<file path="src/rtl/slave_read_if.sv">
// AHB-Lite read-side bus bundle for slave_read.
// Carries the address-phase controls from the master (HSELx, HADDR, HTRANS,
// HWRITE, HSIZE, HBURST, HREADY) and the slave's data-phase response
// (HRDATA, read_ready = HREADYOUT, read_error = HRESP).
interface slave_read_if;
  logic        HSELx;
  logic [31:0] HADDR;
  logic [1:0]  HTRANS;
  logic        HWRITE;
  logic [2:0]  HSIZE;
  logic [2:0]  HBURST;
  logic        HREADY;
  logic [31:0] HRDATA;
  logic        read_ready;
  logic        read_error;

  modport master (
    output HSELx, HADDR, HTRANS, HWRITE, HSIZE, HBURST, HREADY,
    input  HRDATA, read_ready, read_error
  );

  modport slave (
    input  HSELx, HADDR, HTRANS, HWRITE, HSIZE, HBURST, HREADY,
    output HRDATA, read_ready, read_error
  );
endinterface

</file>
<file path="src/rtl/slave_read.sv">
// AHB-Lite read-side slave of the encryption accelerator.
// Serves single-word reads of the status word (0x44), the four ciphertext
// words at the output FIFO head (0x48..0x54) and the popped-block counter
// (0x58). Reading 0x54 pops the FIFO. Ciphertext reads on an empty FIFO
// stall up to WAIT_MAX cycles, then take the two-cycle ERROR response.
// Ports:
//   HCLK, HRESETn     clock, async active-low reset
//   bus               AHB slave modport (address phase in, response out)
//   fifo_empty        output FIFO empty
//   fifo_rdata        head ciphertext block, word0 in [31:0]
//   core_busy         AES core busy
//   core_error        AES core sticky error
//   fifo_pop          one-cycle pop strobe on a completed 0x54 read
module slave_read #(
  parameter int WAIT_MAX = 16,
  parameter int CNT_W    = 16
) (
  input  logic          HCLK,
  input  logic          HRESETn,
  slave_read_if.slave   bus,
  input  logic          fifo_empty,
  input  logic [127:0]  fifo_rdata,
  input  logic          core_busy,
  input  logic          core_error,
  output logic          fifo_pop
);

  typedef enum logic [2:0] {S_IDLE, S_DATA, S_WAIT, S_ERR1, S_ERR2} state_t;

  state_t           state, state_n;
  logic [7:0]       addr_q;
  logic [7:0]       stall_q, stall_n;
  logic [CNT_W-1:0] cnt_q;

  logic        accept, legal, complete, is_cipher;
  logic [31:0] word;
  logic        unused_bits;

  // Upper address bits and HTRANS[0] carry no meaning for this block.
  assign unused_bits = ^{bus.HADDR[31:8], bus.HTRANS[0]};

  assign accept = bus.HSELx & bus.HREADY & bus.HTRANS[1] & ~bus.HWRITE;
  assign legal  = (bus.HSIZE == 3'b010) && (bus.HBURST == 3'd0) &&
                  (bus.HADDR[1:0] == 2'b00) &&
                  (bus.HADDR[7:0] >= 8'h44) && (bus.HADDR[7:0] <= 8'h58);

  assign is_cipher = (addr_q == 8'h48) || (addr_q == 8'h4C) ||
                     (addr_q == 8'h50) || (addr_q == 8'h54);

  // Read mux over the captured offset; fed from live FIFO/core inputs so a
  // stalled read returns whatever head block is present when it completes.
  always_comb begin
    word = 32'h0;
    case (addr_q)
      8'h44:   word = {29'b0, fifo_empty, core_busy, core_error};
      8'h48:   word = fifo_rdata[31:0];
      8'h4C:   word = fifo_rdata[63:32];
      8'h50:   word = fifo_rdata[95:64];
      8'h54:   word = fifo_rdata[127:96];
      8'h58:   word = 32'(cnt_q);
      default: word = 32'h0;
    endcase
  end

  always_comb begin
    state_n        = state;
    stall_n        = stall_q;
    complete       = 1'b0;
    fifo_pop       = 1'b0;
    bus.HRDATA     = 32'h0;
    bus.read_ready = 1'b1;
    bus.read_error = 1'b0;
    case (state)
      S_IDLE: complete = 1'b1;
      S_DATA: begin
        if (is_cipher && fifo_empty) begin
          // First stall cycle is this one; WAIT covers the rest.
          bus.read_ready = 1'b0;
          stall_n        = 8'd1;
          state_n        = (WAIT_MAX <= 1) ? S_ERR1 : S_WAIT;
        end else begin
          complete   = 1'b1;
          bus.HRDATA = word;
          fifo_pop   = (addr_q == 8'h54);
        end
      end
      S_WAIT: begin
        if (fifo_empty) begin
          bus.read_ready = 1'b0;
          if ((9'(stall_q) + 9'd1) >= 9'(WAIT_MAX)) state_n = S_ERR1;
          else                                      stall_n = stall_q + 8'd1;
        end else begin
          complete   = 1'b1;
          bus.HRDATA = word;
          fifo_pop   = (addr_q == 8'h54);
        end
      end
      S_ERR1: begin
        bus.read_ready = 1'b0;
        bus.read_error = 1'b1;
        state_n        = S_ERR2;
      end
      S_ERR2: begin
        bus.read_error = 1'b1;
        complete       = 1'b1;
      end
      default: state_n = S_IDLE;
    endcase
    // A completing cycle doubles as the next address phase.
    if (complete) begin
      if (accept) state_n = legal ? S_DATA : S_ERR1;
      else        state_n = S_IDLE;
    end
  end

  always_ff @(posedge HCLK or negedge HRESETn) begin
    if (!HRESETn) begin
      state   <= S_IDLE;
      addr_q  <= 8'h0;
      stall_q <= 8'h0;
      cnt_q   <= '0;
    end else begin
      state   <= state_n;
      stall_q <= stall_n;
      if (complete && accept) addr_q <= bus.HADDR[7:0];
      if (fifo_pop)           cnt_q  <= cnt_q + CNT_W'(1);
    end
  end

endmodule

</file>
<file path="src/flat_wrapper.sv">
// flat-port wrapper written by rule: the top's interface ports become plain ports
module slave_read_flat 
#(
  parameter int WAIT_MAX = 16,
  parameter int CNT_W    = 16
)
  (HCLK, HRESETn, fifo_empty, fifo_rdata, core_busy, core_error, fifo_pop, bus_HSELx, bus_HADDR, bus_HTRANS, bus_HWRITE, bus_HSIZE, bus_HBURST, bus_HREADY, bus_HRDATA, bus_read_ready, bus_read_error);
  slave_read_if bus_i ();
  input  logic HCLK;
  input  logic HRESETn;
  input  logic fifo_empty;
  input  logic [127:0] fifo_rdata;
  input  logic core_busy;
  input  logic core_error;
  output logic fifo_pop;
  input wire logic [$bits(bus_i.HSELx)-1:0] bus_HSELx;
  input wire logic [$bits(bus_i.HADDR)-1:0] bus_HADDR;
  input wire logic [$bits(bus_i.HTRANS)-1:0] bus_HTRANS;
  input wire logic [$bits(bus_i.HWRITE)-1:0] bus_HWRITE;
  input wire logic [$bits(bus_i.HSIZE)-1:0] bus_HSIZE;
  input wire logic [$bits(bus_i.HBURST)-1:0] bus_HBURST;
  input wire logic [$bits(bus_i.HREADY)-1:0] bus_HREADY;
  output wire logic [$bits(bus_i.HRDATA)-1:0] bus_HRDATA;
  output wire logic [$bits(bus_i.read_ready)-1:0] bus_read_ready;
  output wire logic [$bits(bus_i.read_error)-1:0] bus_read_error;
  assign bus_i.HSELx = bus_HSELx;
  assign bus_i.HADDR = bus_HADDR;
  assign bus_i.HTRANS = bus_HTRANS;
  assign bus_i.HWRITE = bus_HWRITE;
  assign bus_i.HSIZE = bus_HSIZE;
  assign bus_i.HBURST = bus_HBURST;
  assign bus_i.HREADY = bus_HREADY;
  assign bus_HRDATA = bus_i.HRDATA;
  assign bus_read_ready = bus_i.read_ready;
  assign bus_read_error = bus_i.read_error;
  slave_read #(.WAIT_MAX(WAIT_MAX), .CNT_W(CNT_W)) u_core (.HCLK(HCLK), .HRESETn(HRESETn), .bus(bus_i), .fifo_empty(fifo_empty), .fifo_rdata(fifo_rdata), .core_busy(core_busy), .core_error(core_error), .fifo_pop(fifo_pop));
endmodule
</file>
<file path="config.mk">
export PLATFORM = sky130hd
export DESIGN_NAME = slave_read_flat
export DESIGN_NICKNAME = d
export VERILOG_FILES = /design/src/rtl/slave_read_if.sv /design/src/rtl/slave_read.sv /design/src/flat_wrapper.sv
export SDC_FILE = /design/constraint.sdc
export NUM_CORES = 1
export LEC_CHECK = 0
export CELL_PAD_IN_SITES_DETAIL_PLACEMENT = 1
export CELL_PAD_IN_SITES_GLOBAL_PLACEMENT = 1
export CORE_MARGIN = 2
export CORE_UTILIZATION = 22
export CTS_CLUSTER_DIAMETER = 40
export DETAILED_ROUTE_END_ITERATION = 16
export GPL_TIMING_DRIVEN = 1
export PLACE_DENSITY_LB_ADDON = 0.12
export SETUP_SLACK_MARGIN = 0.2
export SYNTH_ARGS = -nofsm -noshare
export SYNTH_HDL_FRONTEND = slang
export SYNTH_SLANG_ARGS = --single-unit
export TNS_END_PERCENT = 50
</file>
<file path="constraint.sdc">
create_clock -name HCLK -period 2.3 [get_ports HCLK]
set_clock_uncertainty 0.2 [all_clocks]
set_input_delay 0.69 -clock HCLK [delete_from_list [all_inputs] [get_ports HCLK]]
set_output_delay 0.69 -clock HCLK [all_outputs]
set_load 0.05 [all_outputs]
</file>
==> summary.md, run 1 <==
Maximum VDD drop: 724.6 uV. The tools report the sequential share of the synthesized area as 0.2852. After layout, the design draws a total of 5.014 mW. Setup repair after global routing could not meet its margin everywhere. Total routing resource utilization after global routing: 0.1968. For the sequential share of power, the log shows 0.178. In the synthesized netlist the dominant register cell turns out to be sky130_fd_sc_hd__dfrtp_1.

The fraction of power spent switching nets is 0.4097, and the cell area after synthesis is 3070 sq um. The flow ran to the end, but the final reports show violations. The area overhead of the layout relative to synthesis was 127.0%; the count of final hold-check violations was 0.

Data on the critical path is required at its endpoint by 1410 ps. The total half-perimeter wirelength after legalization and detailed placement was 11950 um. The signal arrival time at the worst endpoint is 2040 ps.

The final reports fail on setup timing. The net load switching power came out at 2.054 mW. In the final routed layout, each cell accounts on average for 19.15 um. Summed over all layers, the routed wires come to 15010 um. The smallest clock period supported by the final layout is computed as 2933 ps.

TritonCTS built the clock tree. After global routing, the most crowded layer is met2. In the post-synthesis netlist, the biggest area contributors are sky130_fd_sc_hd__dfrtp_1, sky130_fd_sc_hd__mux2_2, sky130_fd_sc_hd__mux2i_1. The number of vias per cell came out at 4.741. The run gives 35 as the clock sink total. For the initial core utilization, the log shows 0.2229. Timing analysis after detailed placement gives a worst setup slack of -804.1 ps.

The tree is rooted in a sky130_fd_sc_hd__clkbuf_16. The area of the die is 14920 sq um, and the count of cell types in the netlist is 56. STA classifies the critical path endpoint as an output pin.

The run gives 13770 sq um as the core region area. In this run, post-CTS hold repair placed 0 buffers. The die is 122.1 um tall. The logs give 6969 sq um for the final instance area and 0.687 for the part of the total power dissipated in combinational logic. The leakage power summed over all cells was 2.713 nW; the fmax was 340.9 MHz. Row generation in the floorplan step produced 43 rows. The synthesized netlist net count came out at 530. Summing over every cut layer, the via total after detailed routing is 3717. The logs give 0.04635 for the global-route met3 utilization and 36 for the largest net degree at the start of global routing. The tools report the startpoint type of the worst setup path as a register. The final worst-path cycle share works out to 1.275. The number of global-route vias before repair was 3991. The worst-case clock buffer depth was 2. The async set-reset flop share out of synthesis works out to 1.000.

The logs give 0 for the max-capacitance violation count and 0 for the number of routed nets with antenna violations. Setup violations remaining at the end of the flow were counted as 42. The global routing usage on met2 came out at 0.3568. The number of placed I/O pins came out at 211.

During placement, the flow inserted port buffers numbering 185. The pre-antenna-repair detailed-routing pass consisted of 4 iterations. The total of warnings raised by yosys is 0. For this run, the post-layout net count is 781. The maximum fanout count along the critical path was 7. The share of layout cells above drive strength 1 is 0.4106, and the max-slew violation count is 0. For the total CTS buffers, the log shows 5. The pin slew with the least headroom to its limit is 476.0 ps, and the last weighted congestion value of the routability-driven placer is 0.7898. The initial antenna violation count was 0; the headroom to the max-slew limit was 0.6827. Internal power comes to 2.960 mW.

The number of design-rule violations left by the first detailed-router iteration is 97. Counting flops with a built-in enable in the synthesized netlist gives 0. Power spread over the standard cell area amounts to 719.5 nW/um^2. For the cell area reported after detailed placement, the log shows 6251 sq um. The logs give 352 for the synthesized instance count and 280 ps for the clock latency on the worst-skew pair.

The first global-routing pass estimated 22550 um of wire. The share of the synthesized area in the top cell type was 0.2852. The number of remaining DRC errors is 0, and the deepest level of the CTS H-tree is 2.

The register bit count reported by yosys is 35. For the part of the power in the clock network, the log shows 0.135. Library cell occupying the most area in the post-synthesis netlist: sky130_fd_sc_hd__dfrtp_1. After global routing the overflow that remains totals 0. The number of antenna diodes in the final layout is 0. The clock-pin slew on the worst setup and hold paths was 60 ps; the die span in x was 122.1 um. The mean instance size in the synthesized netlist was 8.723 sq um.

Worst hold-check path type: reg2reg. The run gives 0.2349 as the global routing usage on met1. Path type of the worst setup path: reg2out. For the post-layout worst setup margin, the log shows -633.0 ps.
-- per-stage QoR --
step / hold slack (ps) / TNS (ps) / util / instances
after floorplan: 194.4 / -10930 / - / 352
after global placement: 264.4 / -36500 / 0.4539 / 763
after detailed placement: 280.8 / -38220 / 0.4539 / 763
after CTS: 296.3 / -22200 / 0.4864 / 779
after global routing: 297.2 / -23980 / 0.5060 / 784
final: 285.8 / -20280 / 0.5060 / 784
-- metal layers --
metal | part of all wire | up-vias | routed length, um
met3 | 0.077 | 11 | 1158
met2 | 0.51 | 115 | 7609
li1 | - | 1802 | -
met4 | 0.010 | 0 | 157
met1 | 0.41 | 1789 | 6085
met5 | 0 | - | 0
-- final timing paths --
path / endpoint / slack, ps / from / cells past startpoint
min: u_core.cnt_q[15] / 290 / u_core.cnt_q[15] / 1
max in group asynchronous: u_core.addr_q[3] / 910 / HRESETn / 2
max: bus_HRDATA[18] / -630 / u_core.addr_q[7] / 8
max reg2reg: u_core.addr_q[6] / -60 / u_core.addr_q[7] / 8
min in group asynchronous: u_core.cnt_q[5] / 630 / HRESETn / 2
min reg2reg: u_core.cnt_q[15] / 290 / u_core.cnt_q[15] / 1
-- synth_stat cells, drive strengths merged (8+ instances only) --
library cell and instances:
nor3 9, mux2i 26, xnor2 11, nand2 27, nor2 46, nand3 13, dfrtp 35, mux2 37
a21oi 16, a22oi 13, buf 13, clkbuf 10, o21ai 15, and3 8
-- cells by family (layout without fill, tap and decap cells) --
| kind of cell | after synthesis | count (layout) | synth area share |
|---|---|---|---|
| AOI/OAI and AO/OA | 79 | 79 | 0.1870 |
| xor gates and xnor gates | 15 | 15 | 0.04279 |
| adders and majority gates | 2 | 2 | 0.008149 |
| buffers and inverters | 26 | 278 | 0.03709 |
| DFF | 35 | 35 | 0.2852 |
| muxes | 63 | 63 | 0.2205 |
| and+or+nand+nor | 132 | 132 | 0.2192 |
-- flip-flops by register name (all words and copies together) (netlist names) --
register / flops
u_core.addr_q: 8
u_core.stall_q: 8
u_core.cnt_q: 16
u_core.state: 3
-- placed cells by master, fill, tap and decap left out, types with 11 or more instances in the layout --
| cell type | n |
|---|---|
| sky130_fd_sc_hd__mux2i_1 | 26 |
| sky130_fd_sc_hd__nand2_1 | 23 |
| sky130_fd_sc_hd__nor2_1 | 13 |
| sky130_fd_sc_hd__a22oi_1 | 11 |
| sky130_fd_sc_hd__buf_12 | 42 |
| sky130_fd_sc_hd__o21ai_0 | 12 |
| sky130_fd_sc_hd__a21oi_1 | 13 |
| sky130_fd_sc_hd__dfrtp_1 | 31 |
| sky130_fd_sc_hd__clkdlybuf4s50_1 | 141 |
| sky130_fd_sc_hd__buf_4 | 48 |
| sky130_fd_sc_hd__buf_6 | 21 |
| sky130_fd_sc_hd__xnor2_1 | 11 |
| sky130_fd_sc_hd__nor2_4 | 27 |
| sky130_fd_sc_hd__mux2_2 | 26 |
-- power by group through the flow --
stage	sequential (mW)	clock [mW]	combinational, mW
after global placement	0.907	0	2.71
after floorplan	0.842	0	1.59
after CTS	0.909	0.692	3.06
final	0.893	0.678	3.44
after global routing	0.912	0.726	3.69
after detailed placement	0.916	0	2.77
-- final cells by class --
type                    instances  area [sq um]
repair buffers                267          3054
fillers                      1518          6804
clock buffers                   5         125.1
multi-input cells             291          2645
inverters                       3         15.01
well taps                     180         225.2
clock inverters                 3         23.77
flip-flops and latches         35         880.8
-- timing repair --
| item | 4_1_cts | 5_1_grt |
|---|---|---|
| cloned | 4 | 0 |
| hold endpoints to repair | 0 | 0 |
| setup endpoints to repair | 67 | 62 |
| setup buffers | 4 | 5 |
| pin swaps | 25 | 37 |
| gates resized for setup | 58 | 51 |
-- critical path: stages, from the launching register on --
cell	delay, ps
sky130_fd_sc_hd__dfrtp_1	400
sky130_fd_sc_hd__nor3b_4	320
sky130_fd_sc_hd__nand2_4	110
sky130_fd_sc_hd__nor3_4	200
sky130_fd_sc_hd__nand3_4	140
sky130_fd_sc_hd__buf_12	180
sky130_fd_sc_hd__buf_12	140
sky130_fd_sc_hd__nor2_4	120
sky130_fd_sc_hd__buf_12	140
Power figures use the tool's default switching activity.
==> run 2: changes to the inputs <==
--- a/config.mk
+++ b/config.mk
@@ -5,10 +5,11 @@
 export SDC_FILE = /design/constraint.sdc
 export NUM_CORES = 1
 export LEC_CHECK = 0
+export ABC_AREA = 1
 export CELL_PAD_IN_SITES_DETAIL_PLACEMENT = 1
 export CELL_PAD_IN_SITES_GLOBAL_PLACEMENT = 1
 export CORE_MARGIN = 2
-export CORE_UTILIZATION = 22
+export CORE_UTILIZATION = 21
 export CTS_CLUSTER_DIAMETER = 40
 export DETAILED_ROUTE_END_ITERATION = 16
 export GPL_TIMING_DRIVEN = 1
==> run 2 against run 1 <==
Largest power group unchanged. Critical path depth up 4. Total power down 28%. Clock power up 4.9%. Non-clock buffer count up 2. Area after synthesis up 3.0%. Highest routed layer unchanged. The flow still finishes with violations (setup timing). Routed wire length up 2.5%. Via count up 17%. Largest cell class unchanged.
==> summary.md, run 2 <==
The synthesized instance count was 518 (was 352); the number of vias per cell was 4.510 (was 4.741). Largest registers in the final layout: u_core.cnt_q x16, u_core.addr_q x8, u_core.stall_q x8 (unchanged). The most frequent standard cell in the layout excluding fill and tap cells was sky130_fd_sc_hd__nand2_1 (was sky130_fd_sc_hd__clkdlybuf4s50_1). The mean instance size in the synthesized netlist was 6.104 sq um (was 8.723 sq um). For the number of fill cells in the layout, the log shows 1795 (was 1518). Power density normalized to cell area: 538.5 nW/um^2 (was 719.5 nW/um^2). Commonest cells in the synthesized netlist: sky130_fd_sc_hd__nand2_1, sky130_fd_sc_hd__nor2_1, sky130_fd_sc_hd__inv_1 (was sky130_fd_sc_hd__nor2_1, sky130_fd_sc_hd__dfrtp_1, sky130_fd_sc_hd__mux2_2). The area fraction in compound gates after synthesis is 0.1258 (was 0.1870). The count of cell types in the netlist was 34 (was 56).

The XOR/XNOR share of the synthesized area came out at 0.03601 (was 0.04279). The clock-pin slew on the worst setup and hold paths was 50 ps (was 60 ps); the number of global-route vias before repair was 4675 (was 3991). The initial core utilization is 0.2159 (was 0.2229), and the max-slew violation count is 0 (unchanged). The library cell occupying the most area in the post-synthesis netlist was sky130_fd_sc_hd__dfrtp_1 (unchanged). The clock tree root buffer cell is sky130_fd_sc_hd__clkbuf_16 (unchanged). TritonCTS built the clock tree. The core region area is 14640 sq um (was 13770 sq um), and the fmax is 338.7 MHz (was 340.9 MHz). The floorplan die height came out at 126.7 um (was 122.1 um). Startpoint type of the worst setup path: a register (unchanged).

The tools report the total of warnings raised by yosys as 0 (unchanged). The share of layout cells above drive strength 1 is 0.2561 (was 0.4106). The logs give 16050 sq um (was 14920 sq um) for the area of the die and 2060 ps (was 2040 ps) for the signal arrival time at the worst endpoint. The number of design-rule violations left by the first detailed-router iteration was 135 (was 97). The number of cell instances on the worst register-to-register path is 16 (was 8). Violations in the final reports: setup timing (unchanged). The sum of internal, switching and leakage power is 3.625 mW (was 5.014 mW), and the max-capacitance violation count is 0 (unchanged).

The worst min-delay path startpoint was u_core.cnt_q[15] (unchanged). The register bit count reported by yosys is 35 (unchanged), and the total CTS buffers is 5 (unchanged). The run gives -652.7 ps (was -633.0 ps) as the post-layout worst setup margin.

Area overhead of the layout relative to synthesis: 112.9% (was 127.0%). The synthesized-area fraction occupied by and/or/nand/nor cells was 0.4650 (was 0.2192); the number of buffers added on ports was 185 (unchanged). Sequential share of the synthesized area: 0.2770 (was 0.2852).

The maximum fanout count along the critical path came out at 12 (was 7). The pre-CTS worst setup slack was -665.3 ps (was -804.1 ps). The total routing resource utilization after global routing is 0.1904 (was 0.1968).

The final layout net count came out at 954 (was 781). The number of cells traversed by the worst hold path is 2 (was 1), and the register-to-register setup slack is -60 ps (about the same). The synthesized netlist net count was 696 (was 530); the clock sink total was 35 (unchanged).

The leakage power summed over all cells was 2.851 nW (was 2.713 nW); the worst-case clock buffer depth was 2 (unchanged). The setup violation total in the final timing report is 44 (was 42), and the headroom to the max-slew limit is 0.7847 (was 0.6827). Setup repair after global routing could not meet its margin everywhere. Destination of the worst register-to-register timing path: u_core.addr_q[0] (was u_core.addr_q[6]). Routed wire length: 15390 um (was 15010 um). Source of the worst register-to-register timing path: u_core.addr_q[6] (was u_core.addr_q[7]).

The run gives 2 (unchanged) as the deepest level of the CTS H-tree. Worst hold-check path type: reg2reg (unchanged). The wire length of the first global-routing pass was 24200 um (was 22550 um); the final worst-path cycle share was 1.284 (was 1.275). The async set-reset flop share out of synthesis is 1.000 (unchanged), and the aggregate global routing overflow is 0 (unchanged). The most instantiated flip-flop cell in the synthesis netlist is sky130_fd_sc_hd__dfrtp_1 (unchanged). The number of routed nets with antenna violations came out at 0 (unchanged). The final routed wire length divided by cell count works out to 15.99 um (was 19.15 um). The most frequent cell after synthesis is sky130_fd_sc_hd__nand2_1 (was sky130_fd_sc_hd__nor2_1).

Commonest non-fill, non-tap cells in the layout: sky130_fd_sc_hd__nand2_1, sky130_fd_sc_hd__clkdlybuf4s50_1, sky130_fd_sc_hd__buf_4 (was sky130_fd_sc_hd__clkdlybuf4s50_1, sky130_fd_sc_hd__buf_4, sky130_fd_sc_hd__buf_12). The run gives 280 ps (about the same) as the clock latency on the worst-skew pair. Area contributors post-synth: sky130_fd_sc_hd__dfrtp_1, sky130_fd_sc_hd__nand2_1, sky130_fd_sc_hd__nor2_1 (was sky130_fd_sc_hd__dfrtp_1, sky130_fd_sc_hd__mux2_2, sky130_fd_sc_hd__mux2i_1). The number of enable-type register cells in the synthesized netlist was 0 (unchanged); the share of cell area taken by muxes after synthesis was 0 (was 0.2205).

The pin slew with the least headroom to its limit was 323.0 ps (was 476.0 ps); the placement row count was 44 (was 43). Fraction of the mapped netlist area in adder cells: 0.007915 (was 0.008150). The shortest period the worst path allows works out to 2953 ps (was 2933 ps). The logs give 949 (was 763) for the number of placed instances, taps included and 4339 (was 3717) for the count of vias placed by the detailed router. The final hold slack was 317.2 ps (was 285.8 ps); the share of the synthesized area in the top cell type was 0.2770 (was 0.2852).

The register name with the most flops was u_core.cnt_q (unchanged). The run gives 1 (was 0) as the initial antenna violation count. The flip-flop count of the largest register after layout was 16 (unchanged). The cell area after synthesis was 3162 sq um (was 3070 sq um). The worst path required time is 1410 ps (about the same).

The number of placed I/O pins came out at 211 (unchanged). The end of the worst hold path was u_core.cnt_q[15] (unchanged). Last weighted congestion value of the routability-driven placer: 0.8429 (was 0.7898). The type of element capturing the critical path was an output pin (unchanged). The tools report the number of cells in the finished layout apart from fillers as 962 (was 784). Final total negative setup slack: -21410 ps (was -20280 ps). The flow ran to the end, but the final reports show violations. The tools report the count of final hold-check violations as 0 (unchanged). The die span in x was 126.7 um (was 122.1 um); the number of remaining DRC errors was 0 (unchanged).

The path type of the worst setup path is reg2out (unchanged). For the total half-perimeter wirelength after legalization and detailed placement, the log shows 12900 um (was 11950 um). The main combinational cell family by area after synthesis was simple AND/OR/NAND/NOR gates (was multiplexers). The number of detailed-route iterations in the first pass is 4 (unchanged). The maximum VDD drop is 704.0 uV (was 724.6 uV).

The largest net degree at the start of global routing is 36 (unchanged).
## run 2: cell types whose count changed in the layout (fill, tap and decap cells not counted), sizes merged, moves of 9 or more
cell	delta
a21oi	-11
xnor2	-9
a211oi	+10
inv	+45
mux2i	-26
nand2	+176
a22oi	-13
mux2	-37
o21ai	+9
clkdlybuf4s50	+9
nor2	+34
nand3	+28
## run 2: power breakdown
part / leakage [nW] / switching, mW / internal [mW]
clock network: 0.0772 / 0.250 / 0.461
registers: 0.422 / 0.164 / 0.768
logic: 2.35 / 1.02 / 0.959
total: 2.85 / 1.44 / 2.19
## run 2: metrics by stage
stage | instance area (sq um) | utilization
finish | 6731 | 0.4597
global route | 6731 | 0.4597
CTS | 6703 | 0.4577
detailed placement | 6434 | 0.4393
global placement | 6434 | 0.4393
floorplan | 3472 | -
## run 2: kinds of logic (layout without fill, tap and decap cells)
| kind of cell | after synthesis | count (layout) |
|---|---|---|
| flip-flops | 35 | 35 |
| AO/OA/AOI/OAI | 60 | 60 |
| adder cells (fa/ha/maj) | 2 | 2 |
| AND/OR/NAND/NOR | 341 | 341 |
| XOR/XNOR | 13 | 13 |
| buffers and inverters | 67 | 326 |
| other | 0 | 1 |
## run 2: cell type report
cell class / count / area, sq um / share of cell area
diodes: 1 / 2.502 / 0.0003717
clock buffers: 8 / 156.4 / 0.02323
inverters: 49 / 191.4 / 0.02844
multi-input cells: 416 / 2350 / 0.3491
flip-flops and latches: 35 / 875.8 / 0.1301
well taps: 184 / 230.2 / 0.03420
repair buffers: 269 / 2925 / 0.4346
## run 2: repair_timing
item	4_1_cts	5_1_grt
resized for setup	22	11
gates cloned	0	0
setup endpoints to repair	64	65
setup buffers	4	0
pin swaps	4	3
hold buffers	0	0
## run 2: worst max path at each step
stage	from	to	slack, ps
2_1_floorplan	u_core.addr_q[0]	bus_HRDATA[13]	-280
3_3_place_gp	fifo_empty	bus_HRDATA[27]	-650
3_5_place_dp	fifo_empty	bus_HRDATA[20]	-670
4_1_cts	u_core.addr_q[7]	bus_HRDATA[6]	-690
5_1_grt	u_core.addr_q[7]	bus_HRDATA[9]	-780
6_report	u_core.addr_q[6]	bus_HRDATA[6]	-650
## run 2: per-layer routing
layer | vias up | global-route usage | wire (um)
met3 | 17 | 0.03669 | 817
met4 | 0 | 0.04654 | 320
met2 | 118 | 0.3695 | 8008
met5 | - | 0 | 0
met1 | 2018 | 0.2126 | 6239
li1 | 2186 | - | -
## run 2: critical path, stage by stage (launching register included)
cell	delay [ps]
sky130_fd_sc_hd__dfrtp_1	370
sky130_fd_sc_hd__inv_1	90
sky130_fd_sc_hd__nor2_4	50
sky130_fd_sc_hd__nand2_2	130
sky130_fd_sc_hd__nor2_4	50
sky130_fd_sc_hd__buf_4	130
sky130_fd_sc_hd__nor2_2	150
sky130_fd_sc_hd__nand2_2	90
sky130_fd_sc_hd__nand2_4	70
sky130_fd_sc_hd__nand3_4	150
sky130_fd_sc_hd__buf_12	220
sky130_fd_sc_hd__nor2_4	130
sky130_fd_sc_hd__buf_12	140
==> run 3: changes to the inputs <==
--- a/config.mk
+++ b/config.mk
@@ -7,9 +7,9 @@
 export LEC_CHECK = 0
 export ABC_AREA = 1
 export CELL_PAD_IN_SITES_DETAIL_PLACEMENT = 1
-export CELL_PAD_IN_SITES_GLOBAL_PLACEMENT = 1
+export CELL_PAD_IN_SITES_GLOBAL_PLACEMENT = 2
 export CORE_MARGIN = 2
-export CORE_UTILIZATION = 21
+export CORE_UTILIZATION = 15
 export CTS_CLUSTER_DIAMETER = 40
 export DETAILED_ROUTE_END_ITERATION = 16
 export GPL_TIMING_DRIVEN = 1
==> run 3 against run 2 <==
The flow still finishes with violations (setup timing). Design area up 10%. Non-clock buffer count up 20. Combinational power up 12%. Sequential share of layout area down 1.2 points. Register-to-register slack better by 140 ps. Routed wire length up 15%. Flip-flop and latch count unchanged. Largest cell class unchanged. Largest power group unchanged.
==> summary.md, run 3 (synthesized netlist as in run 2, its figures left out) <==
The maximum cell stage delay along the critical path is 410 ps (was 370 ps). The pin slew with the least headroom to its limit was 306.4 ps (was 323.0 ps); the utilization of the core after routing was 0.3559 (was 0.4597). The final routed wire length divided by cell count is 16.51 um (was 15.99 um). Slowest cell on the critical path: sky130_fd_sc_hd__dfrtp_1 (unchanged).

CP cell instances: nor2_4 -> nand2_4 -> buf_4 -> inv_1 -> nand2_2 -> nand4_1 -> nand3_4 -> buf_12 -> buf_12 -> nor2_4 -> buf_12 (was inv_1 -> nor2_4 -> nand2_2 -> nor2_4 -> buf_4 -> nor2_2 -> nand2_2 -> nand2_4 -> nand3_4 -> buf_12 -> nor2_4 -> buf_12). Worst hold-check path type: in2async (was reg2reg). The tools report the fmax as 341.4 MHz (was 338.7 MHz). The dominant delay contributor by cell family on the critical path was simple AND/OR/NAND/NOR gates (unchanged).

The number of routed nets with antenna violations is 0 (unchanged), and the die span in x is 149.2 um (was 126.7 um). The number of buffer and inverter stages on the critical path is 5 (was 4), and the count of vias placed by the detailed router is 4463 (was 4339). The area overhead of the layout relative to synthesis is 134.4% (was 112.9%), and the aggregate global routing overflow is 0 (unchanged). Headroom to the max-slew limit: 0.7950 (was 0.7847). The path type of the worst setup path was reg2out (unchanged). Violations in the final reports: setup timing (unchanged). The run gives 974 (was 954) as the final layout net count. Final instance area: 7411 sq um (was 6731 sq um). The number of buffers added on ports is 185 (unchanged). The initial core utilization is 0.1518 (was 0.2159), and the worst-case clock buffer depth is 2 (unchanged). The final worst-path cycle share is 1.273 (was 1.284). The initial antenna violation count is 3 (was 1), and the power density normalized to cell area is 519.3 nW/um^2 (was 538.5 nW/um^2).

TritonCTS built the clock tree. The deepest level of the CTS H-tree is 2 (unchanged), and the total half-perimeter wirelength after legalization and detailed placement is 14350 um (was 12900 um). The logs give 3.114 nW (was 2.851 nW) for the leakage power summed over all cells and 22260 sq um (was 16050 sq um) for the area of the die. The tools report the signal arrival time at the worst endpoint as 2040 ps (was 2060 ps).

The most frequent standard cell in the layout excluding fill and tap cells was sky130_fd_sc_hd__nand2_1 (unchanged). The clock sink total was 35 (unchanged); the clock-pin slew on the worst setup and hold paths was 60 ps (was 50 ps). Commonest non-fill, non-tap cells in the layout: sky130_fd_sc_hd__nand2_1, sky130_fd_sc_hd__clkdlybuf4s50_1, sky130_fd_sc_hd__buf_4 (unchanged). The run gives 0.1606 (was 0.1904) as the total routing resource utilization after global routing. The post-layout worst setup margin was -628.9 ps (was -652.7 ps); the worst path required time was 1410 ps (about the same). Clock tree root buffer cell: sky130_fd_sc_hd__clkbuf_16 (unchanged). The flow ran to the end, but the final reports show violations.

The largest net degree at the start of global routing came out at 36 (unchanged). Setup repair after global routing could not meet its margin everywhere. The max-capacitance violation count is 0 (unchanged). Register name with the most flops: u_core.cnt_q (unchanged).

The number of global-route vias before repair came out at 4988 (was 4675). The maximum VDD drop is 530.1 uV (was 704.0 uV), and the number of remaining DRC errors is 0 (unchanged). The logs give 211 (unchanged) for the number of placed I/O pins and 0.8313 (was 0.8429) for the last weighted congestion value of the routability-driven placer. The shortest period the worst path allows was 2929 ps (was 2953 ps). The clock latency on the worst-skew pair was 290 ps (was 280 ps). The final total negative setup slack is -20420 ps (was -21410 ps).

The tools report the placement row count as 53 (was 44). Largest registers in the final layout: u_core.cnt_q x16, u_core.addr_q x8, u_core.stall_q x8 (unchanged). The type of element capturing the critical path is an output pin (unchanged). The setup violation total in the final timing report is 34 (was 44).

For the routed wire length, the log shows 17710 um (was 15390 um). The cell occurring most often along the worst timing path is sky130_fd_sc_hd__buf_12 (was sky130_fd_sc_hd__nor2_4). Max-slew violation count: 0 (unchanged).

The number of vias per cell works out to 4.159 (was 4.510). The number of detailed-route iterations in the first pass was 4 (unchanged). Final hold slack: 162.8 ps (was 317.2 ps). The run gives 5 (unchanged) as the total CTS buffers. Startpoint type of the worst setup path: a register (unchanged).

The wire length of the first global-routing pass is 27450 um (was 24200 um), and the maximum fanout count along the critical path is 5 (was 12). The core region area is 20820 sq um (was 14640 sq um), and the flip-flop count of the largest register after layout is 16 (unchanged). The share of layout cells above drive strength 1 was 0.3178 (was 0.2561); the number of design-rule violations left by the first detailed-router iteration was 95 (was 135).

The floorplan die height is 149.2 um (was 126.7 um). For the cell area reported after detailed placement, the log shows 6643 sq um (was 6434 sq um). The count of final hold-check violations is 0 (unchanged).
## run 3: through the flow
stage | setup slack, ps | cells | power [mW]
floorplan | -275.0 | 518 | 1.844
global placement | -688.2 | 1045 | 2.800
detailed placement | -708.8 | 1045 | 2.845
CTS | -660.4 | 1067 | 3.855
global route | -743.5 | 1073 | 4.120
finish | -628.9 | 1073 | 3.849
## run 3: worst paths after layout
| path | startpoint | endpoint | slack, ps | depth (start not counted) |
|---|---|---|---|---|
| worst max-delay path | u_core.addr_q[7] | bus_HRDATA[23] | -630 | 11 |
| worst min-delay path | HRESETn | u_core.stall_q[3] | 160 | 2 |
| max in group asynchronous | HRESETn | u_core.addr_q[3] | 1530 | 2 |
| worst max register to register | u_core.addr_q[7] | u_core.cnt_q[12] | 80 | 15 |
| worst min register to register | u_core.cnt_q[15] | u_core.cnt_q[15] | 300 | 2 |
| min in group HCLK | u_core.cnt_q[15] | u_core.cnt_q[15] | 300 | 2 |
## run 3: metal layers
layer,GRT usage,up-vias,share of wire
met4,0.03667,2,0.012
met3,0.03486,13,0.054
met5,0,-,0.00073
met1,0.1842,2101,0.41
met2,0.3025,111,0.52
li1,-,2236,-
## run 3: final cells by class
cell class | instances | area [sq um]
fill | 2526 | 13410
timing repair buffer | 289 | 3316
multi-input combinational | 416 | 2536
sequential | 35 | 877.1
tap | 275 | 344.1
inverter | 49 | 188.9
clock buffer | 6 | 138.9
clock inverter | 1 | 5.005
antenna | 2 | 5.005
## run 3: repair_timing
item,in CTS,in global routing
cloned,4,1
endpoints found under the setup margin,61,69
buffers inserted,11,3
resized for setup,67,27
endpoints found under the hold margin,0,0
hold buffers,0,0
pin swaps,19,28
## run 3: power breakdown
group	internal (mW)	leakage, nW	switching (mW)
sequential	0.770	0.421	0.171
clock	0.423	0.0727	0.276
combinational	1.09	2.62	1.12
total	2.29	3.11	1.56
